## src/rtl/sprite_mover.sv

```systemverilog
// Moves a sprite's top-left corner one step per frame from four push buttons,
// with a slow start that switches to fast motion after the buttons are held for a while.
module sprite_mover #(
    parameter int SPRITE_W    = 64,
    parameter int SPRITE_H    = 64,
    parameter int SCREEN_W    = 640,
    parameter int SCREEN_H    = 480,
    parameter int X0          = 288,
    parameter int Y0          = 208,
    parameter int SLOW_STEP   = 1,
    parameter int FAST_STEP   = 4,
    parameter int HOLD_FRAMES = 16
) (
    input  logic       clk,
    input  logic       rst_n,
    input  logic       frame_tick,
    input  logic       btn_up,
    input  logic       btn_down,
    input  logic       btn_left,
    input  logic       btn_right,
    output logic [9:0] posx,
    output logic [9:0] posy,
    output logic       moving
);

    localparam int              CNT_W  = $clog2(HOLD_FRAMES) + 1;
    localparam logic [10:0]     X_MAX  = 11'(SCREEN_W - SPRITE_W);
    localparam logic [10:0]     Y_MAX  = 11'(SCREEN_H - SPRITE_H);
    localparam logic [10:0]     SLOW_S = 11'(SLOW_STEP);
    localparam logic [10:0]     FAST_S = 11'(FAST_STEP);
    localparam logic [CNT_W-1:0] HOLD_C = CNT_W'(HOLD_FRAMES);
    localparam logic [CNT_W-1:0] ONE_C  = CNT_W'(1);

    typedef enum logic [1:0] {IDLE, SLOW, FAST} state_t;

    // Bit order of the synchronizer vectors: {up, down, left, right}.
    logic [3:0]       sync1_q, sync1_d;
    logic [3:0]       sync2_q, sync2_d;
    state_t           state_q, state_d;
    logic [CNT_W-1:0] cnt_q, cnt_d;
    logic [9:0]       posx_q, posx_d;
    logic [9:0]       posy_q, posy_d;
    logic             moving_q, moving_d;

    logic        up_s, down_s, left_s, right_s;
    logic        active;
    logic [10:0] step;

    // Widened to 11 bits so neither the subtract nor the add can wrap.
    function automatic logic [9:0] move_axis(input logic [9:0] pos, input logic dec,
                                             input logic inc, input logic [10:0] stp,
                                             input logic [10:0] max_pos);
        logic [10:0] wide;
        logic [10:0] res;
        wide = {1'b0, pos};
        res  = wide;
        if (dec && !inc) begin
            res = (wide < stp) ? 11'd0 : wide - stp;
        end else if (inc && !dec) begin
            res = wide + stp;
            if (res > max_pos) res = max_pos;
        end
        return res[9:0];
    endfunction

    assign up_s    = sync2_q[3];
    assign down_s  = sync2_q[2];
    assign left_s  = sync2_q[1];
    assign right_s = sync2_q[0];
    assign active  = (left_s ^ right_s) | (up_s ^ down_s);
    assign step    = (state_q == FAST) ? FAST_S : SLOW_S;

    always_comb begin
        sync1_d  = {btn_up, btn_down, btn_left, btn_right};
        sync2_d  = sync1_q;
        state_d  = state_q;
        cnt_d    = cnt_q;
        posx_d   = posx_q;
        posy_d   = posy_q;
        if (frame_tick) begin
            if (!active) begin
                state_d = IDLE;
                cnt_d   = '0;
            end else begin
                posx_d = move_axis(posx_q, left_s, right_s, step, X_MAX);
                posy_d = move_axis(posy_q, up_s, down_s, step, Y_MAX);
                case (state_q)
                    IDLE: begin
                        cnt_d   = ONE_C;
                        state_d = (ONE_C == HOLD_C) ? FAST : SLOW;
                    end
                    SLOW: begin
                        cnt_d = cnt_q + ONE_C;
                        if (cnt_d == HOLD_C) state_d = FAST;
                    end
                    default: begin
                        state_d = FAST;
                        cnt_d   = cnt_q;
                    end
                endcase
            end
        end
        moving_d = (state_d != IDLE);
    end

    always_ff @(posedge clk) begin
        if (!rst_n) begin
            sync1_q  <= '0;
            sync2_q  <= '0;
            state_q  <= IDLE;
            cnt_q    <= '0;
            posx_q   <= 10'(X0);
            posy_q   <= 10'(Y0);
            moving_q <= 1'b0;
        end else begin
            sync1_q  <= sync1_d;
            sync2_q  <= sync2_d;
            state_q  <= state_d;
            cnt_q    <= cnt_d;
            posx_q   <= posx_d;
            posy_q   <= posy_d;
            moving_q <= moving_d;
        end
    end

    assign posx   = posx_q;
    assign posy   = posy_q;
    assign moving = moving_q;

endmodule

```

## config.mk

```make
export PLATFORM = sky130hd
export DESIGN_NAME = sprite_mover
export DESIGN_NICKNAME = d
export VERILOG_FILES = /design/src/rtl/sprite_mover.sv
export SDC_FILE = /design/constraint.sdc
export NUM_CORES = 1
export LEC_CHECK = 0
export ABC_AREA = 1
export BUFFER_PORTS_ARGS = -buffer_cell sky130_fd_sc_hd__buf_2
export CORE_UTILIZATION = 54
export CTS_CLUSTER_DIAMETER = 60
export DETAILED_ROUTE_END_ITERATION = 10
export PLACE_DENSITY_LB_ADDON = 0.08
export SETUP_SLACK_MARGIN = 0.1
export SYNTH_ARGS = -nofsm -noshare
export SYNTH_HDL_FRONTEND = slang
export SYNTH_SLANG_ARGS = --single-unit
```

## constraint.sdc

```tcl
create_clock -name clk -period 2.1 [get_ports clk]
set_clock_uncertainty 0.05 [all_clocks]
set_input_delay 0.315 -clock clk [delete_from_list [all_inputs] [get_ports clk]]
set_output_delay 0.315 -clock clk [all_outputs]
set_load 0.1 [all_outputs]
```

# [Word-level counts from Yosys, hierarchy flattened]
# Index checks and enable logic that the tools add are counted.
[word_totals] register_bits=36 in_bits=7 wordCells=53
[classes] addsub=5 order_cmp=4 eq_ne=4 muxes=15 n_bitwise=3 reduce_logical=15
[ops] cell="2-to-1 mux 10 bit" n=8
[ops] cell="adder 10 x 3 -> 11 bit" n=2
[ops] cell="less-than comparator 10 x 3 -> 1 bit" n=2
[ops] cell="subtractor 10 x 3 -> 10 bit" n=2
[ops] cell="> comparator 11 x 10 -> 1 bit, second input constant" n=1
[ops] cell="> comparator 11 x 9 -> 1 bit, second input constant" n=1
[ops] cell="case mux 5 bit (2 select lines)" n=1
[ops] cell="2-to-1 mux 2 bit" n=3
[ops] cell="AND reduction 3 bit" n=2
[ops] cell="nonzero test 2 bit" n=3
[ops] cell="adder 5 x 1 -> 5 bit, second input constant" n=1
[ops] cell="equality test 5 bit, second input constant" n=1
[ops] cell="2-to-1 mux 5 bit" n=1
[ops] cell="logical AND 1 bit" n=4
[ops] cell="zero test 1 bit" n=4
[ops] cell="case mux 2 bit (2 select lines)" n=1
[ops] cell="2-to-1 mux 3 bit" n=1
[ops] cell="!= test 3 x 1 -> 1 bit, second input constant" n=1
[ops] cell="equality test 2 x 1 -> 1 bit, second input constant" n=1
[ops] cell="equality test 2 bit, second input constant" n=1
[ops] cell="zero test 2 bit" n=1
[ops] cell="AND reduction 2 bit" n=1
[ops] cell="XOR 1 bit" n=2
[ops] cell="OR 1 bit" n=1

# [Depth between registers and ports, before layout]
[logic_depth] depth_word=7 mapped_depth=18

# [Worst setup path after synthesis]
# Ideal clock, no wire load.
[synth_path] path_type="register to register" from="register posy_q[2], in the netlist posy[2]" to="register posy_q[0], in the netlist posy[0]" setup_ns=0.127 arrival_time_ns=2.402 slack_ns=-0.479 stages_incl_launch_ff=12 path_buffers=0 synth_period_minus_slack_ns=2.579 cell_sequence="dfxtp_1 ha_1 inv_1 nand3_1 nand2_1 nand3_1 nand2_1 nand2_1 o21ai_2 nand3_2 nand2_1 a21oi_1"
[synth_between] elab_chain_len=5 elab_cells_between_ends=7
[synth_lines] item="start: declaration" line="42" text="logic [9:0] posy_q, posy_d;"
[synth_lines] item="start signal: assignment" line="113" text="posy_q <= 10'(Y0);"
[synth_lines] item="start signal: assignment" line="121" text="posy_q <= posy_d;"
[synth_lines] item="adder 10 x 3 -> 11 bit" line="60" text="res = wide + stp;"
[synth_lines] item="> comparator 11 x 9 -> 1 bit" line="61" text="if (res > max_pos) res = max_pos;"
[synth_lines] item="2-to-1 mux 10 bit" line="61"
[synth_lines] item="2-to-1 mux 10 bit" line="59" text="end else if (inc && !dec) begin"
[synth_lines] item="2-to-1 mux 10 bit *" line="57" text="if (dec && !inc) begin"
# Every way passes the cells marked *; elsewhere a longest branch is shown, timed or not. The select of a mux whose other input is x is not followed.
# A chain may end at the register's enable or synchronous reset.

# [Worst setup path in the final report]
[layout_path] from="register state_q[1]" to="register posy_q[7], in the netlist posy[7]"
[layout_between] elab_chain_len=7 elab_cells_between_ends=10
[layout_lines] item="start: declaration" line="39" text="state_t state_q, state_d;"
[layout_lines] item="start signal: assignment" line="118" text="state_q <= state_d;"
[layout_lines] item="equality test 2 bit *" line="71" text="assign step = (state_q == FAST) ? FAST_S : SLOW_S;"
[layout_lines] item="2-to-1 mux 3 bit *" line="71"
[layout_lines] item="adder 10 x 3 -> 11 bit" line="60"
[layout_lines] item="> comparator 11 x 9 -> 1 bit" line="61"
[layout_lines] item="2-to-1 mux 10 bit" line="61"
[layout_lines] item="2-to-1 mux 10 bit" line="59"
[layout_lines] item="2-to-1 mux 10 bit *" line="57"
# Marks and branches as above.

==> metrics.txt <==
Hold Path Depth 3; post-synthesis instance total 428; Initial DRT Pass Iterations 6; post-synthesis sequential area ratio 26.6%; Antenna Nets Post-Route 0; core footprint 4790 um^2; Finished Cell Area 3820 um^2; Crit. End Element flop; Setup WS pre-CTS -0.0857 ns; # Max-Cap Violations 0; Max Freq 455 MHz; Starting Density 56.6%; fin crit share 105%; RSZ-0062 raised after global routing true; share of cells above drive strength 1 42.9%; Seq cells post-synth 36; WL per Instance 14.9 um; GR Layer Usage met2 51.6%; Final Critical Period 2.20 ns; failing checks negative setup slack; first-pass GRT wire length 12.4 mm; Yosys warnings 0; clk buf depth 2; I/O Buffers 27; CTS buffer count 5; WP data arrival 2.33 ns; area grow syn2layout 41.0%; largest net degree at the start of global routing 26; most common flop cell mapped by yosys dfxtp_1; Worst Path Required around 2.2 ns; Die X 72.8 um; antenna cells 0; initial antenna violation count 0; Post-synth EDFFs 0; setup_tns -0.684 ns; final setup vio count 16; syn_area_per_cell 6.33 um^2; area of the mapped netlist 2710 um^2; routing usage on met1 39.0%; H-tree depth 2; die area 5300 um^2; total global-route track usage between 30% and 40%; most frequent cells in the layout 82 x nand2_1, 51 x inv_1, 31 x nand2_2; drt drc 0; Filler cells around 330; Synth area leaders dfxtp_1 27%, nand2_1 16%, inv_1 8.3%, ha_1 7.9%, nand3_1 5.7%; Slew headroom 67.6%; Slew Limit Fails 0; CTS sink cnt 36; cell depth of the worst flop-to-flop path 16; commonest non-fill, non-tap cell in the layout nand2_1; total number of vias 3032; detailed-route vias per instance 5.47; clock-pin slew on the worst setup and hold paths 0.08 ns; status complete, but fails checks; Final Hold Violating Endpoints 0; clk root buf clkbuf_8; CTS tree yes; setup ws final -0.0976 ns; CP startpoint kind flop; routability cong. 0.947; power per cell area roughly 540 nW/um^2; Hold Path Class input port to flop; Starting DRT DRC Count 263; Final Power ~0.0021 W; Skew-Pair Late Insertion Delay approximately 0.3 ns; I/O Pins 28; cell taking the most area after synthesis dfxtp_1; Layout Cells excl Fill 554; placed cell areas 3140 um^2; Worst VDD drop 526 uV; GR Layer Usage met3 5.52%; Worst Tran Pin Value about 0.5 ns; top cell type's share of synthesized area 26.6%; dpl hpwl around 5.3 mm; Post-synth ARST share 0%; drt total wl 8.24 mm; row count 25; final net count between 500 and 600; vias in the first global route 2737; Unique masters post-synth 35; syn nets roughly 450; grt total ovfl 0; Pleak 1.80 nW; critical path peak fanout 8; worst setup path category flop to flop; Top Usage Layer GRT met2; die extent in y roughly 73 um; placed cell count about 540
-- where the power goes --
part           total [W]  internal, W  switching [W]
clock           0.000589     0.000304       0.000286
sequential      0.000776     0.000721      0.0000556
combinational   0.000699     0.000221       0.000479
-- sequential cells by signal, indices dropped and copies added (netlist names) --
| register | flops |
|---|---|
| posx | 10 |
| posy | 10 |
| cnt_q | 5 |
| sync1_q | 4 |
| sync2_q | 4 |
| state_q | 2 |
| moving | 1 |
-- layout make-up --
cell class	instances	area [um^2]	area share, %
multi-input combinational	316	2200	57.7
sequential	36	757	19.8
timing repair buffer	60	398	10.4
inverter	67	269	7.04
clock buffer	6	93.8	2.46
tap	67	83.8	2.20
clock inverter	2	12.5	0.328
-- layer usage --
layer | part of all wire [%] | wire, um | vias to the layer above
li1 | - | - | 1481
met3 | 5.3 | 439 | 21
met1 | 43 | 3540 | 1416
met5 | 0 | 0 | -
met2 | 50 | 4080 | 114
met4 | 2.2 | 179 | 0
-- stage by stage --
| stage | utilization, % | hold slack (ns) |
|---|---|---|
| after floorplan | - | 0.340 |
| after global placement | 65.5 | 0.344 |
| after detailed placement | 65.5 | 0.350 |
| after CTS | 73.2 | 0.147 |
| after global routing | 79.8 | 0.137 |
| final | 79.8 | 0.153 |
-- final timing paths --
kind                         start                    end  slack [ns]
min reg2reg  sync1_q[3]$_SDFF_PN0_  sync2_q[3]$_SDFF_PN0_        0.37
max          state_q[1]$_SDFF_PN0_   posy[7]$_SDFFE_PN1P_        -0.1
min                       btn_down  sync1_q[2]$_SDFF_PN0_        0.15
max reg2reg  state_q[1]$_SDFF_PN0_   posy[7]$_SDFFE_PN1P_        -0.1
-- Yosys cell counts, types with 3 or more instances --
cell and instances:
o21ai_0 25, inv_2 6, nand3_1 31, nand3_2 3
xor2_1 16, nand4_1 7, a21oi_1 30, nor2_1 36
dfxtp_1 36, ha_1 17, clkbuf_1 4, inv_1 60
nor3_1 3, nand2_1 118, o21ai_1 3, buf_4 4
nand2_2 3, a21oi_2 3
-- worst max-delay path: stages (launching register included) --
cell and delay, ns:
dfxtp_2 0.34, inv_2 0.05, nor2_4 0.14, clkinv_4 0.14, ha_4 0.31, inv_4 0.04, buf_6 0.11, nand2_2 0.05
nand2_2 0.08, nand2_2 0.08, nand2_1 0.09, o21ai_4 0.21, o21ai_2 0.09, nand3_2 0.14, nand2_1 0.07, nand2_1 0.06
nand2_1 0.05
-- kinds of logic after synthesis --
family / Yosys count / synth area share (%)
compound gates: 70 / 14.2
simple gates: 212 / 34.7
fa+ha+maj: 17 / 7.86
flops: 36 / 26.6
buf+inv: 76 / 11.1
xor+xnor: 17 / 5.50
-- timing repair --
| item | 4_1_cts | 5_1_grt |
|---|---|---|
| pin swaps | 24 | 34 |
| endpoints found under the setup margin | 20 | 20 |
| setup buffers | 6 | 5 |
| hold buffers | 0 | 0 |
| resized for setup | 57 | 71 |
No activity file was read; power rests on OpenSTA's default activity.
